===== config.mk =====
export PLATFORM = sky130hd
export DESIGN_NAME = fetch_unit
export DESIGN_NICKNAME = d
export VERILOG_FILES = /design/src/rtl/fetch_unit.sv
export SDC_FILE = /design/constraint.sdc
export NUM_CORES = 1
export LEC_CHECK = 0
export CORE_MARGIN = 2
export CORE_UTILIZATION = 43
export CTS_CLUSTER_SIZE = 40
export DETAILED_ROUTE_END_ITERATION = 12
export PLACE_DENSITY = 0.94
export SLEW_MARGIN = 20
export SYNTH_ARGS = -nofsm -noshare
export SYNTH_HDL_FRONTEND = slang
export SYNTH_SLANG_ARGS = --single-unit
export TNS_END_PERCENT = 50

===== constraint.sdc =====
create_clock -name clk -period 2.2 [get_ports clk]
set_input_delay 0.33 -clock clk [delete_from_list [all_inputs] [get_ports clk]]
set_output_delay 0.33 -clock clk [all_outputs]
set_load 0.05 [all_outputs]

===== src/rtl/fetch_unit.sv =====
// ---------------------------------------------------------------------------
// fetch_unit
//
// Instruction fetch sequencer placed directly after the program counter
// register. On each fetch it captures the PC value and issues a single-word
// read to instruction memory. It then waits for the memory response and
// latches the returned word into an instruction register for decode. It also
// emits the PC control pulses: inc after a successful fetch, and ld_reserved
// on a fetch fault.
//
// FSM: IDLE -> REQ -> WAIT -> HOLD -> (REQ | IDLE). Every output is registered.
//
// Optional feature (compile-time macro FETCH_TIMEOUT_EN):
//   Defined   : a fetch that sees no mem_ready after TIMEOUT WAIT cycles is
//               abandoned. ld_reserved pulses for one cycle, and the PC then
//               redirects to the trap address.
//   Undefined : WAIT waits indefinitely and ld_reserved is tied low.
//
// Parameters
//   P        MSB index of the address bus (address width P+1)
//   W        instruction word width
//   TIMEOUT  WAIT cycles before a fetch fault (>= 2, timeout build only)
//
// Ports
//   clk          in   rising-edge clock
//   clear        in   synchronous active-high reset
//   run          in   1 = keep fetching, 0 = stop after the current fetch
//   pc_in        in   current PC value, sampled only in REQ
//   mem_addr     out  read address, held from one REQ to the next
//   mem_rd       out  single-cycle read strobe per fetch
//   mem_data     in   read data, valid with mem_ready
//   mem_ready    in   memory response strobe, only honoured in WAIT
//   ir_out       out  latched instruction word
//   ir_valid     out  ir_out holds an unconsumed instruction
//   ir_ack       in   decode consumed ir_out
//   pc_inc       out  one-cycle pulse to PC inc
//   ld_reserved  out  one-cycle pulse to PC ld_reserved (fetch fault)
//   busy         out  1 in any state other than IDLE
// ---------------------------------------------------------------------------
module fetch_unit #(
    parameter int P       = 15,
    parameter int W       = 16,
    parameter int TIMEOUT = 16
) (
    input  logic         clk,
    input  logic         clear,
    input  logic         run,
    input  logic [P:0]   pc_in,
    output logic [P:0]   mem_addr,
    output logic         mem_rd,
    input  logic [W-1:0] mem_data,
    input  logic         mem_ready,
    output logic [W-1:0] ir_out,
    output logic         ir_valid,
    input  logic         ir_ack,
    output logic         pc_inc,
    output logic         ld_reserved,
    output logic         busy
);

    localparam int CNT_W = (TIMEOUT > 2) ? $clog2(TIMEOUT) : 1;

    typedef enum logic [1:0] {
        S_IDLE = 2'd0,
        S_REQ  = 2'd1,
        S_WAIT = 2'd2,
        S_HOLD = 2'd3
    } state_t;

    state_t             state_reg, state_next;
    logic [P:0]         mem_addr_reg, mem_addr_next;
    logic               mem_rd_reg, mem_rd_next;
    logic [W-1:0]       ir_out_reg, ir_out_next;
    logic               ir_valid_reg, ir_valid_next;
    logic               pc_inc_reg, pc_inc_next;
    logic               busy_reg, busy_next;
    // Counts cycles spent in WAIT. It restarts at 0 on every WAIT entry and
    // only triggers a fault when the timeout feature is built in.
    logic [CNT_W-1:0]   cnt_reg, cnt_next;

`ifdef FETCH_TIMEOUT_EN
    logic               ld_reserved_reg, ld_reserved_next;
`endif

    // -----------------------------------------------------------------------
    // State and output registers
    // -----------------------------------------------------------------------
    always_ff @(posedge clk) begin
        if (clear) begin
            state_reg       <= S_IDLE;
            mem_addr_reg    <= '0;
            mem_rd_reg      <= 1'b0;
            ir_out_reg      <= '0;
            ir_valid_reg    <= 1'b0;
            pc_inc_reg      <= 1'b0;
            busy_reg        <= 1'b0;
            cnt_reg         <= '0;
`ifdef FETCH_TIMEOUT_EN
            ld_reserved_reg <= 1'b0;
`endif
        end else begin
            state_reg       <= state_next;
            mem_addr_reg    <= mem_addr_next;
            mem_rd_reg      <= mem_rd_next;
            ir_out_reg      <= ir_out_next;
            ir_valid_reg    <= ir_valid_next;
            pc_inc_reg      <= pc_inc_next;
            busy_reg        <= busy_next;
            cnt_reg         <= cnt_next;
`ifdef FETCH_TIMEOUT_EN
            ld_reserved_reg <= ld_reserved_next;
`endif
        end
    end

    // -----------------------------------------------------------------------
    // Next-state and next-output logic
    // -----------------------------------------------------------------------
    always_comb begin
        state_next       = state_reg;
        mem_addr_next    = mem_addr_reg;
        mem_rd_next      = 1'b0;
        ir_out_next      = ir_out_reg;
        ir_valid_next    = ir_valid_reg;
        pc_inc_next      = 1'b0;
        cnt_next         = cnt_reg;
`ifdef FETCH_TIMEOUT_EN
        ld_reserved_next = 1'b0;
`endif

        unique case (state_reg)
            S_IDLE: begin
                if (run) begin
                    state_next = S_REQ;
                end
            end

            S_REQ: begin
`ifdef FETCH_TIMEOUT_EN
                // The PC register loads the trap address on the same edge
                // that ends this pulse. Sampling pc_in now would capture the
                // stale address, so wait one cycle for it to land.
                if (!ld_reserved_reg) begin
                    mem_addr_next = pc_in;
                    mem_rd_next   = 1'b1;
                    cnt_next      = '0;
                    state_next    = S_WAIT;
                end
`else
                mem_addr_next = pc_in;
                mem_rd_next   = 1'b1;
                cnt_next      = '0;
                state_next    = S_WAIT;
`endif
            end

            S_WAIT: begin
                // A response on the final WAIT cycle still counts as success.
                if (mem_ready) begin
                    ir_out_next   = mem_data;
                    ir_valid_next = 1'b1;
                    pc_inc_next   = 1'b1;
                    state_next    = S_HOLD;
`ifdef FETCH_TIMEOUT_EN
                end else if (cnt_reg == CNT_W'(TIMEOUT - 1)) begin
                    ld_reserved_next = 1'b1;
                    state_next       = run ? S_REQ : S_IDLE;
`endif
                end else begin
                    cnt_next = cnt_reg + CNT_W'(1);
                end
            end

            S_HOLD: begin
                if (ir_ack) begin
                    ir_valid_next = 1'b0;
                    state_next    = run ? S_REQ : S_IDLE;
                end
            end

            default: begin
                state_next = S_IDLE;
            end
        endcase

        busy_next = (state_next != S_IDLE);
    end

    assign mem_addr = mem_addr_reg;
    assign mem_rd   = mem_rd_reg;
    assign ir_out   = ir_out_reg;
    assign ir_valid = ir_valid_reg;
    assign pc_inc   = pc_inc_reg;
    assign busy     = busy_reg;

`ifdef FETCH_TIMEOUT_EN
    assign ld_reserved = ld_reserved_reg;
`else
    assign ld_reserved = 1'b0;
`endif

endmodule

; After elaboration in Yosys (flattened, before gate mapping)
; Cells that the tools add are included.
[word_totals]
input_bits = 37
word_cells = 29
regBits = 38
[classes]
bitwise_logic = 1
n_reduce_logical = 6
mux = 10
eq_ne = 5
[ops]
columns = operator, count
row1 = 2-bit case mux with 4 select lines, 1
row2 = 2-bit 2-to-1 mux, 3
row3 = 1-bit 2-to-1 mux, 5
row4 = "2-bit == test, second input constant", 2
row5 = "2-bit != test, second input constant", 2
row6 = 2-bit nonzero test, 2
row7 = 3-bit AND reduction, 1
row8 = "2-bit by 1-bit == test with 1-bit output, second input constant", 1
row9 = 2-bit zero test, 1
row10 = 1-bit case mux with 2 select lines, 1
row11 = 2-bit AND reduction, 1
row12 = 2-bit OR reduction, 1
row13 = 1-bit NOT, 1

; Longest topological paths before layout
[depth]
depth_word = 4
mapped_depth = 6
ltp_nobuf = 3

; Worst setup path after synthesis
; Ideal clock, no wire load.
[synth_timing]
path_kind = flip-flop to flip-flop
from = register state_reg[1]
to = register ir_out_reg[4] (netlist: ir_out[4])
path_stages_with_launch = 7
synth_period_minus_slack_ns = 1.105
path_slack_ns = 1.095
arrival_time_ns = 0.968
cell_sequence = dfxtp_1 -> buf_4 -> and3b_1 -> buf_6 -> buf_12 -> nand2_2 -> a21oi_2
[synth_via]
elab_chain_len = 2
[synth_lines]
columns = element, line_no
row1 = start: declaration, 70  ; state_t state_reg, state_next;
row2 = start signal: assignment, 102  ; state_reg <= state_next;
row3 = 2-bit == test, 131  ; unique case (state_reg)
row4 = 2-bit AND reduction (no line), n/a
row5 = end signal: assignment, 105  ; ir_out_reg <= ir_out_next;
row6 = end: declaration, 73  ; logic [W-1:0] ir_out_reg, ir_out_next;
; No other way between the ends.
; A chain may end at the register's enable or synchronous reset.

; Worst setup path in the final report
[layout_timing]
from = register mem_addr_reg[14] (netlist: mem_addr[14])
to = output port mem_addr[14]
[layout_rtl]
columns = element, line_no
row1 = start: declaration, 71  ; logic [P:0] mem_addr_reg, mem_addr_next;
row2 = start signal: assignment, 103  ; mem_addr_reg <= mem_addr_next;
row3 = end: declaration, 49  ; output logic [P:0] mem_addr,
; No word-level cell between the ends.

==> results_dict.tcl <==
set metrics [dict create \
    whs_ns 0.457 \
    fin_crit_sh_pct 83.3 \
    grt_pass1_wl_um 5380 \
    cts_buffers 5 \
    worstPathRequired_ns 1.87 \
    clk_pin_slew_ns 0.11 \
    firstDrtPassIters 4 \
    die_x_um 63.6 \
    core_area_mm2 0.00336 \
    wl_per_cell_um 11.1 \
    drc_errors 0 \
    syn_inst 167 \
    timing.max_cap.violations 0 \
    grt_pass1_vias 1245 \
    finalHoldViolations 0 \
    place_hpwl_um 2230 \
    ys_types 22 \
    final_antenna_net_count 0 \
    area_growth_syn_to_layout_pct 48.2 \
    fin_crit_ns 1.83 \
    final_util_pct 67.4 \
    syn_area_mm2 0.00153 \
    setup_viol 0 \
    crit_buf_inv 1 \
    port_buffers 72 \
    power_density_mw_per_mm2 671 \
    worst_setup_path_end_kind "output pin" \
    cts.sinks 38 \
    postCtsSetupBuffers 0 \
    syn-num-nets 204 \
    ys_seq_area_share_pct 49.8 \
    peakVddDrop_mv 0.499 \
    dpl_cell_area_mm2 0.00221 \
    path_max_fanout 2 \
    ctsRootBufferMaster "clkbuf_4" \
    die_y_um 63.6 \
    finalSetupTns_ns 0 \
    relSlewSlack_pct 58.4 \
    fin_skew_ns 0.00452 \
    vias 1287 \
    finalInstanceArea_mm2 0.00227 \
    drv_slew 0 \
    cts_tree "built" \
    drt-total-wl_um 3140 \
    num_rows 21 \
    layout_commonest_cell "clkdlybuf4s50_1" \
    syn_avg_cell_area_um2 9.16 \
    cp.arrival_ns 1.50 \
    hold_class "flop to flop" \
    critPathTopFamily "buffers and inverters" \
    hold_buffers 0 \
    rrSetupSlack_ns 0.75 \
    pin_count 74 \
    grt_max_degree 39 \
    max_freq_mhz 546 \
    cts.htree.levels 2 \
    grt-ovfl-total 0 \
    status "completed" \
    start_util_pct 45.5 \
    yosys_warnings 0 \
    drt-vias-per-instance 4.55 \
    critPathKind "flop to output pin" \
    synth.ff_latch_count 38 \
    grt.total_usage_pct 16.8 \
    worst_slew_pin_slew_ns 0.625 \
    p_leak_nw 0.790 \
    dieArea_mm2 0.00405 \
    drive_gt1_share_pct 22.4 \
    critPathMaxStageDelay_ns 0.81 \
    path_cells "clkdlybuf4s50_1" \
    antenna_cells 0 \
    grt_antenna_before_repair 0 \
    critPathSlowestCell "clkdlybuf4s50_1" \
    cts.path.max_buffers 2 \
    drt_iter0_markers 73 \
    worstSkewPairLatency_ns 0.33 \
    crit_path_start_kind "flop" \
    rsz0062_at_grt "false" \
    fillers 295 \
    place.gp.congestion 0.692 \
    cts_resized 0 \
    final_cell_mix "clkdlybuf4s50_1, nand2_1, dfxtp_1" \
    nets 273 \
]
[area by class of cell]
| class | count | area [µm²] | area share (%) |
|---|---|---|---|
| inverter | 1 | 3.75 | 0.166 |
| multi-input combinational | 115 | 646 | 28.5 |
| sequential | 38 | 761 | 33.6 |
| clock buffer | 7 | 55.1 | 2.43 |
| clock inverter | 1 | 5.00 | 0.221 |
| tap | 46 | 57.6 | 2.54 |
| timing repair buffer | 75 | 738 | 32.6 |
[final timing paths]
kind,endpoint,cells past startpoint,start
min,ir_out[10],2,ir_out[10]
min reg2reg,ir_out[10],2,ir_out[10]
max,mem_addr[14],1,mem_addr[14]
max reg2reg,mem_addr[11],3,state_reg[1]
[synthesized netlist by cell type]
master      n  share of area [%]
dfxtp_1    38                 50
and2b_1     1               0.49
buf_12      2                2.6
nand2_2    20                8.2
nor2_1      4               0.98
and3b_1     1               0.57
inv_1       1               0.25
nor2b_2     1               0.57
nand2b_1    1               0.41
nor3b_1     1               0.49
nor3_1      1               0.33
o22ai_1     1               0.41
buf_6       3                2.2
conb_1      1               0.25
nand3b_4    1                1.3
a21oi_1    15                4.9
a2bb2oi_1   1               0.57
clkbuf_1    2               0.49
nand2_1    46                 11
buf_2       3               0.98
a21oi_2    20                 11
buf_4       3                1.5
[cell families (layout without fill, tap and decap cells)]
group | count (synthesis) | count (layout) | synth area share [%]
buffers and inverters | 14 | 84 | 8.02
DFF | 38 | 38 | 49.8
AOI/OAI and AO/OA | 37 | 37 | 17.3
and+or+nand+nor | 77 | 77 | 24.6
other | 1 | 1 | 0.245
[stage by stage]
stage / total power [mW] / setup slack, ns / instances
2_1_floorplan: 1.04 / 1.09 / 167
3_3_place_gp: 1.17 / 0.634 / 275
3_5_place_dp: 1.18 / 0.575 / 275
4_1_cts: 1.54 / 0.351 / 283
5_1_grt: 1.60 / 0.289 / 283
6_report: 1.52 / 0.367 / 283
[layer usage]
metal  global-route usage [%]  routed length [µm]
met2                     27.4                1470
met1                     20.0                1380
met4                     7.61                  61
met5                        0                   0
met3                     5.71                 224
[report_power, final]
group          internal (mW)  total, mW  switching [mW]
sequential             0.728      0.754          0.0259
clock                  0.155      0.361           0.207
combinational          0.164      0.405           0.241
(Power assumes the default switching activity.)
